**src/rtl/seq_restoring_divider.sv**
```systemverilog
// Multi-cycle signed divider: one restoring shift-subtract step per clock on operand magnitudes,
// with sign fix-up of quotient/remainder when the result is registered.
module seq_restoring_divider #(
  parameter int unsigned DW = 8
) (
  input  logic          clk,
  input  logic          rst,
  input  logic          start,
  input  logic [DW-1:0] dividend,
  input  logic [DW-1:0] divisor,
  output logic          busy,
  output logic          ready,
  output logic [DW-1:0] quotient,
  output logic [DW-1:0] remainder,
  output logic          div_zero
);

  localparam int unsigned CW = $clog2(DW + 1);
  localparam logic [CW-1:0] CntInit = CW'(DW);

  typedef enum logic [1:0] {StIdle, StCalc, StDone} state_e;

  state_e          state_q;
  logic [DW:0]     a_q;
  logic [DW-1:0]   q_q;
  logic [DW-1:0]   m_q;
  logic [DW-1:0]   dvd_q;
  logic            sign_n_q;
  logic            sign_d_q;
  logic            zero_q;
  logic [CW-1:0]   cnt_q;

  logic [DW-1:0]   dividend_abs;
  logic [DW-1:0]   divisor_abs;
  logic [DW+1:0]   a_sh;
  logic [DW+1:0]   t;
  logic [DW:0]     a_nx;
  logic [DW-1:0]   q_nx;
  logic [DW-1:0]   quo_res;
  logic [DW-1:0]   rem_res;

  always_comb begin
    // Most-negative operand maps to 2^(DW-1), which is representable as an unsigned magnitude.
    dividend_abs = dividend[DW-1] ? (~dividend + 1'b1) : dividend;
    divisor_abs  = divisor[DW-1]  ? (~divisor + 1'b1)  : divisor;

    // Extra top bit turns the trial subtraction's sign into a simple borrow check.
    a_sh = {a_q, q_q[DW-1]};
    t    = a_sh - {2'b00, m_q};
    if (!t[DW+1]) begin
      a_nx = t[DW:0];
      q_nx = {q_q[DW-2:0], 1'b1};
    end else begin
      a_nx = a_sh[DW:0];
      q_nx = {q_q[DW-2:0], 1'b0};
    end

    quo_res = (sign_n_q ^ sign_d_q) ? (~q_q + 1'b1) : q_q;
    rem_res = sign_n_q ? (~a_q[DW-1:0] + 1'b1) : a_q[DW-1:0];
  end

  always_ff @(posedge clk or negedge rst) begin
    if (!rst) begin
      state_q   <= StIdle;
      a_q       <= '0;
      q_q       <= '0;
      m_q       <= '0;
      dvd_q     <= '0;
      sign_n_q  <= 1'b0;
      sign_d_q  <= 1'b0;
      zero_q    <= 1'b0;
      cnt_q     <= '0;
      busy      <= 1'b0;
      ready     <= 1'b0;
      quotient  <= '0;
      remainder <= '0;
      div_zero  <= 1'b0;
    end else begin
      unique case (state_q)
        StIdle: begin
          if (start) begin
            a_q      <= '0;
            q_q      <= dividend_abs;
            m_q      <= divisor_abs;
            dvd_q    <= dividend;
            sign_n_q <= dividend[DW-1];
            sign_d_q <= divisor[DW-1];
            zero_q   <= (divisor == '0);
            cnt_q    <= CntInit;
            busy     <= 1'b1;
            div_zero <= 1'b0;
            state_q  <= StCalc;
          end
        end
        StCalc: begin
          if (cnt_q != '0) begin
            a_q   <= a_nx;
            q_q   <= q_nx;
            cnt_q <= cnt_q - 1'b1;
          end else begin
            state_q <= StDone;
            ready   <= 1'b1;
            if (zero_q) begin
              quotient  <= '1;
              remainder <= dvd_q;
              div_zero  <= 1'b1;
            end else begin
              quotient  <= quo_res;
              remainder <= rem_res;
              div_zero  <= 1'b0;
            end
          end
        end
        StDone: begin
          ready   <= 1'b0;
          busy    <= 1'b0;
          state_q <= StIdle;
        end
        default: state_q <= StIdle;
      endcase
    end
  end

endmodule

```
**config.mk**
```make
export PLATFORM = sky130hd
export DESIGN_NAME = seq_restoring_divider
export DESIGN_NICKNAME = d
export VERILOG_FILES = /design/src/rtl/seq_restoring_divider.sv
export SDC_FILE = /design/constraint.sdc
export NUM_CORES = 1
export LEC_CHECK = 0
export CAP_MARGIN = 20
export CORE_MARGIN = 4
export CORE_UTILIZATION = 30
export CTS_CLUSTER_DIAMETER = 200
export DETAILED_ROUTE_END_ITERATION = 8
export MAX_ROUTING_LAYER = met4
export PLACE_DENSITY = 0.47
export RECOVER_POWER = 25
export SYNTH_ARGS = -nofsm -noshare
export SYNTH_HDL_FRONTEND = slang
export SYNTH_SLANG_ARGS = --single-unit
```
**constraint.sdc**
```tcl
create_clock -name clk -period 3.7 [get_ports clk]
set_input_delay 0.925 -clock clk [delete_from_list [all_inputs] [get_ports clk]]
set_output_delay 0.925 -clock clk [all_outputs]
set_load 0.1 [all_outputs]
```
Yosys cells after proc, flatten, opt, wreduce, memory -nomap -nowiden --
Cells that the tools add are included.
Operators by class: add/sub/neg operators 6, equal/unequal tests 5, multiplexer cells 28, bitwise operators 6, reduce and logical (&&, ||, !) cells 13
Operators with widths (number):
- $mux 8 | 8
- $add 8x1->8 const B | 4
- $not 8->8 | 4
- $mux 9 | 3
- $pmux 9 s2 | 1
- $pmux 8 s2 | 1
- $reduce_and 2->1 | 5
- $sub 10x8->10 | 1
- $logic_not 8->1 | 1
- $mux 4 | 2
- $pmux 4 s2 | 1
- $mux 1 | 6
- $ne 2x2->1 const B | 3
- $pmux 1 s2 | 3
- $reduce_and 3->1 | 2
- $reduce_bool 2->1 | 3
- $mux 2 | 2
- $pmux 2 s2 | 1
- $reduce_bool 4->1 | 1
- $sub 4x1->4 const B | 1
- $eq 2x1->1 const B | 1
- $eq 2x2->1 const B | 1
- $logic_not 2->1 | 1
- $not 1->1 | 1
- $xor 1x1->1 | 1
Storage, ports and cells: flip-flop bits (word level) 61, input port bits 19, output and inout port bits 19

Longest topological paths before layout --
Gate-level depths: netlist (run 1).
depth after elaboration 5, mapped depth 10

Worst setup path after synthesis (run 1) --
No wires, ideal clock.
path type register to register, from register a_q[2], to register a_q[4], arrival time 2.068 ns, setup slack 1.506 ns, stages on the path, launching flop included 9, path buffers 1, path through dfrtp_1 ha_1 and3_1 a21oi_2 a31oi_1 or3_1 and2_1 buf_6 a221o_1
On the way: word-level cells in the longest chain between the ends 4
Ends and longest elaborated chain:
- start, declared | line 24 | logic [DW:0] a_q;
- start signal, assigned | line 97 | a_q <= a_nx;
- $sub 10x8->10 | line 49 | t = a_sh - {2'b00, m_q};
- $mux 9 | line 50 | if (!t[DW+1]) begin
- $mux 9 | line 96 | if (cnt_q != '0) begin
- $pmux 9 s2 | line 79 | unique case (state_q)
No other way between the ends. The select of a mux whose other input is x is not followed. A chain may end at the register's enable or synchronous reset.

Worst setup path in the final report (run 1) --
from register quotient[0], to output port quotient[0]
RTL lines:
- start, declared | line 13 | output logic [DW-1:0] quotient,
- start signal, assigned | line 108 | quotient <= quo_res;
No word-level cell between the ends.

==> results of run 1 <==
[synthesized netlist by cell type, drive strengths merged]
library cell	count
nand2	75
dfrtp	60
o21ai	39
nor2	35
inv	28
a21oi	24
clkbuf	18
xnor2	16
ha	14
nand3	13
xor2	13
nand4	7
mux2i	6
nor3	6
o31ai	6
nand2b	5
o211ai	5
a31oi	4
nor2b	4
a211oi	3
nor4	3
o311ai	3
or3	3
a21o	2
a221o	2
and2	2
and3	2
o221ai	2
or2	2
a21boi	1
a32oi	1
buf	1
fa	1
nor3b	1
o2111ai	1
o21a	1
o32ai	1
or4	1
[cell type report]
class | count | area share
Inverter | 28 | 0.02479
Multi-Input combinational cell | 304 | 0.4205
Timing Repair Buffer | 41 | 0.09118
Sequential cell | 60 | 0.3541
Tap cell | 143 | 0.04220
Clock inverter | 2 | 0.008262
Clock buffer | 13 | 0.05901
[flip-flops by register name (all words and copies together) (netlist names)]
signal	count
a_q	9
busy	1
cnt_q	4
div_zero	1
dvd_q	8
m_q	8
q_q	8
quotient	8
ready	1
remainder	8
sign_d_q	1
state_q	2
zero_q	1
[per-layer routing]
layer  up-vias  track usage
li1       1475            -
met1      1332       0.1831
met2        42       0.2195
met3        12      0.03185
met4         0      0.04930
met5         -            -
[cells by family (layout without fill, tap and decap cells)]
group	count (synthesis)	count (layout)	synth area share
simple gates	159	159	0.2013
buf+inv	47	84	0.05303
flops	60	60	0.4329
mux	6	6	0.01732
xor+xnor	29	29	0.07323
fa+ha+maj	15	15	0.05628
compound gates	95	95	0.1659
[per-stage QoR]
| step | hold WS, ps | instances | utilization | instance area (um2) |
|---|---|---|---|---|
| finish | 473.4 | 591 | 0.3730 | 4240 |
| global route | 506.2 | 591 | 0.3730 | 4240 |
| CTS | 482.1 | 591 | 0.3733 | 4244 |
| detailed placement | 470.8 | 576 | 0.3482 | 3959 |
| global placement | 464.8 | 576 | 0.3482 | 3959 |
| floorplan | 445.0 | 411 | - | 3468 |
[placed cells by master, fill, tap and decap left out, drive strengths merged, types with 4 or more instances in the layout]
cell and count:
xor2 13, nand3 13, nand2b 5, nand2 75
a31oi 4, mux2i 6, buf 5, xnor2 16
o31ai 6, clkdlybuf4s50 33, ha 14, inv 28
nor2 35, a21oi 24, nor3 6, nand4 7
o211ai 5, clkbuf 15, dfrtp 60, nor2b 4
o21ai 39
[how the worst max path moves through the flow]
| stage | from | to | slack, ps | depth (start not counted) |
|---|---|---|---|---|
| 2_1_floorplan | a_q[2] | a_q[4] | 1510 | 8 |
| 3_3_place_gp | dividend[1] | q_q[5] | 980 | 7 |
| 3_5_place_dp | dividend[1] | q_q[5] | 960 | 7 |
| 4_1_cts | quotient[7] | quotient[7] | 950 | 1 |
| 5_1_grt | rst | m_q[2] | 890 | 2 |
| 6_report | quotient[0] | quotient[0] | 970 | 1 |
==> impl_results.md, run 1 <==
* Worst skew pair latency at 320 ps
* Via count at 2861
* Storage cell area at 1501 um2
* Register area share after synthesis at 0.4329
* Ranking of synthesized cells by area: dfrtp_1 (43%), nand2_1 (8.1%), o21ai_0 (5.6%)
* Critical path class: reg2out
* CTS Buf Count at 9
* Max stage delay on crit path at 1130 ps
* Fin. Hold Viols at 0
* Vias in the first global route at 2834
* Start of the worst register-to-register path: a_q[2]
* Post-synthesis register bit count at 60
* DRT Wirelength at 8600 um
* Post-layout net count at 478
* Area of the multi-input gates at 1783 um2
* Hold path depth at 2
* GPL Wtd Cong at 0.8732
* Post-DP HPWL at 6494 um
* Fmax at 0.3666 GHz
* DIE HEIGHT at 115.5 um
* Number of hold buffers added after CTS at 0
* Grt ovf at 0
* First-pass GRT wire length at 14320 um
* Clock period minus worst slack at 2728 ps
* 1st-iter DRT viols at 162
* Clock Path Buffers at 2
* Worst-path cell chain: clkdlybuf4s50_1
* H-tree depth at 3
* Clock skew at 5.472 ps
* Library cells used by synthesis at 40
* PortBufs at 37
* # diodes at 0
* Sink Count at 60
* Worst Path Buf+Inv at 1
* Worst path slowest cell: clkdlybuf4s50_1
* Row count at 39
* Layout cells sized above 1 at 0.05134
* MaxCap Viol Count at 0
* Initial antenna violation count at 0
* Wire length on met2 at 3956 um
* Largest net degree at the start of global routing at 42
* Die Area at 13340 um2
* Post-Synthesis Cells at 411
* DP Worst Slack at 959.9 ps
* Endpoint class of the critical path: output pin
* Setup Viol. Count Final at 0
* CTS tree: built
* Period utilization at 0.7373
* YS warnings at 0
* Vias per cell at 4.841
* Fill count at 1171
* Worst Tran Pin Value at 1096 ps
* Cell area after synthesis at 3468 um2
* R2R Path End: a_q[4]
* Crit path required time at 2770 ps
* Starting Density at 0.3051
* Critical path fanouts, max at 2
* Post-synth top area share at 0.4329
* First-pass iteration count of the detailed router at 4
* Top layer in use: met4
* I/O pin total at 38
* Core box area at 11370 um2
* Max-slew headroom at 0.2691
* Synthesized area per cell at 8.439 um2
* Met3 WL post-DR at 258 um
* WL per Instance at 14.55 um
* CP Launch Type: flop
* Final WS setup at 972.1 ps
* Die width at 115.5 um
* CP top delay family: buffers and inverters
* Setup TNS at 0 ps
* Post-CTS Setup Bufs at 0
* HP Class: reg2reg
* Post_cts resized at 0
* Layout area overhead at 22.26%
* Reg2Reg Setup Slack at 1050 ps
* Antenna-violating nets left at 0
* Worst EP arrival at 1800 ps
* Drt drc at 0
* Reg clk slew, reported paths at 50 ps
* Status: completed
* Dominant cell type by area after synthesis: dfrtp_1
* Reg2Reg Depth at 7
* Met1 Wirelength at 4244 um
* Root buffer cell: clkbuf_16
* Max Slew Vio Count at 0
* Hold path endpoint: remainder[3]
* RSZ-0062 raised after global routing: false
* Gr usage total at 0.1417
* Syn_nets at 445
* Hold wc startpoint: remainder[3]
Power of run 1 is left out: the tool's default activity adds up to more than one toggle a clock period on the data nets, which glitch-free logic cannot reach.
==> inputs of run 2 (changes only) <==
Settings changed: PLACE_DENSITY 0.47 to 0.49.
Clock period 3.7 ns to 2.3 ns, I/O delays scaled along.
==> run 2 against run 1 <==
Effect of this change: sequential share of layout area is 2.0 points lower; first-iteration DRC count down 12%; non-clock buffer count up 29; critical path depth increased by 9; utilization increased by 2.2 points; final cell count grew 5.1%; worst hold slack improved by 0.66 ps; critical endpoint is now a_q[8].
==> impl_results.md, run 2 (synthesis gave the netlist of run 1 again) <==
* Status: completed (unchanged)
* Period utilization at 0.9561
* Commonest non-fill, non-tap cell in the layout: nand2_1 (unchanged)
* Via count at 3046 (was 2861)
* GPL Wtd Cong at 0.8780 (was 0.8732)
* Commonest cells after routing, fill and taps aside: nand2_1 (75), dfrtp_1 (60), buf_4 (51) (was nand2_1 (75), dfrtp_1 (60), o21ai_0 (39))
* First-pass GRT wire length at 15310 um (was 14320 um)
* Max FFs per register at 9 (unchanged)
* Worst Tran Pin Value at 1340 ps (was 1096 ps)
* Area of the multi-input gates at 1813 um2 (was 1783 um2)
* Row count at 39 (unchanged)
* Antenna-violating nets left at 0 (unchanged)
* WL per Instance at 14.78 um (was 14.55 um)
* Reg2Reg Depth at 10 (was 7)
* Placed cell areas at 4124 um2 (was 3959 um2)
* Max-slew headroom at 0.1063 (was 0.2691)
* Reg clk slew, reported paths at 60 ps (was 50 ps)
* Setup Viol. Count Final at 0 (unchanged)
* CTS Buf Count at 9 (unchanged)
* Die Area at 13340 um2 (unchanged)
* HP Class: reg2reg (unchanged)
* Vias in the first global route at 3007 (was 2834)
* R2R Path End: a_q[8] (was a_q[4])
* 1st-iter DRT viols at 142 (was 162)
* Storage cell area at 1501 um2 (unchanged)
* Max Slew Vio Count at 0 (unchanged)
* Critical path class: reg2reg (was reg2out)
* # diodes at 0 (unchanged)
* Worst EP arrival at 2450 ps (was 1800 ps)
* Endpoint class of the critical path: flop (was output pin)
* Fmax at 0.4548 GHz
* Fill count at 1178 (was 1171)
* CTS tree: built (unchanged)
* Sink Count at 60 (unchanged)
* Grt ovf at 0 (unchanged)
* Starting Density at 0.3051 (unchanged)
* H-tree depth at 3 (unchanged)
* Die width at 115.5 um (unchanged)
* Post-DP HPWL at 6709 um (was 6494 um)
* Core box area at 11370 um2 (unchanged)
* Start of the worst register-to-register path: q_q[7] (was a_q[2])
* PortBufs at 37 (unchanged)
* CP Launch Point: q_q[7] (was quotient[0])
* Largest net degree at the start of global routing at 38 (was 42)
* RSZ-0062 raised after global routing: true (was false)
* First-pass iteration count of the detailed router at 4 (unchanged)
* Design area at 4488 um2 (was 4240 um2)
* Worst skew pair latency at 330 ps (was 320 ps)
* Reg2Reg Setup Slack at 100 ps (was 1050 ps)
* CP Launch Type: flop (unchanged)
* Critical path fanouts, max at 3 (was 2)
* Worst setup path end: a_q[8] (was quotient[0])
* Hold wc startpoint: dvd_q[4] (was remainder[3])
* Vias per cell at 4.905 (was 4.841)
* Gr usage total at 0.1524 (was 0.1417)
* I/O pin total at 38 (unchanged)
* Crit path required time at 2550 ps (was 2770 ps)
* DIE HEIGHT at 115.5 um (unchanged)
* Biggest register: a_q (unchanged)
* Clock Path Buffers at 2 (unchanged)
* DRT Wirelength at 9177 um (was 8600 um)
* Clock skew at 7.457 ps (was 5.472 ps)
* Layout area overhead at 29.40% (was 22.26%)
* Post-layout net count at 507 (was 478)
* Initial antenna violation count at 0 (unchanged)
* Root buffer cell: clkbuf_16 (unchanged)
* MaxCap Viol Count at 0 (unchanged)
* Drt drc at 0 (unchanged)
* Layout cells sized above 1 at 0.1695 (was 0.05134)
* Clock period minus worst slack at 2199 ps
* Number of hold buffers added after CTS at 0 (unchanged)
* Fin. Hold Viols at 0 (unchanged)
## run 2: stage by stage
stage	setup TNS, ps	hold WS (ps)	std cells	setup WS [ps]	utilization
after floorplan	0	279.4	411	106.2	-
after global placement	0	462.6	602	36.72	0.3627
after detailed placement	-21.45	463.8	602	-16.13	0.3627
after CTS	0	260.6	618	42.03	0.3918
after global routing	-60.83	498.7	621	-56.46	0.3947
final	0	474.0	621	101.0	0.3947
## run 2: cell type report
type	instances	share of cell area
Inverter	28	0.02342
Timing Repair Buffer	70	0.1257
Sequential cell	60	0.3345
Clock inverter	7	0.02230
Multi-Input combinational cell	304	0.4040
Tap cell	143	0.03987
Clock buffer	9	0.05018
## run 2: worst min path at each step
| stage | to | cells after the start |
|---|---|---|
| after floorplan | a_q[0] | 0 |
| after global placement | dvd_q[4] | 2 |
| after detailed placement | dvd_q[4] | 2 |
| after CTS | quotient[7] | 1 |
| after global routing | dvd_q[3] | 2 |
| final | dvd_q[4] | 2 |
## run 2: critical path: stages, from the launching register on
cell	delay, ps
dfrtp_1	390
inv_2	90
ha_4	130
inv_2	40
fa_2	380
a211oi_2	300
nor2_2	70
a221o_1	360
nor3_2	190
nand3_1	90
o211ai_1	80
## run 2: layer usage
metal | wire, um | track usage | vias to the layer above
li1 | - | - | 1529
met1 | 4417 | 0.2029 | 1455
met2 | 4184 | 0.2257 | 49
met3 | 399 | 0.03812 | 13
met4 | 175 | 0.05321 | 0
met5 | 0 | - | -
## run 2: repair_timing
item,in CTS,in global routing
pin swaps,0,11
endpoints found under the setup margin,1,10
endpoints found under the hold margin,0,0
setup buffers,0,3
gates resized for setup,1,11
Power of run 2 is left out for the same reason.
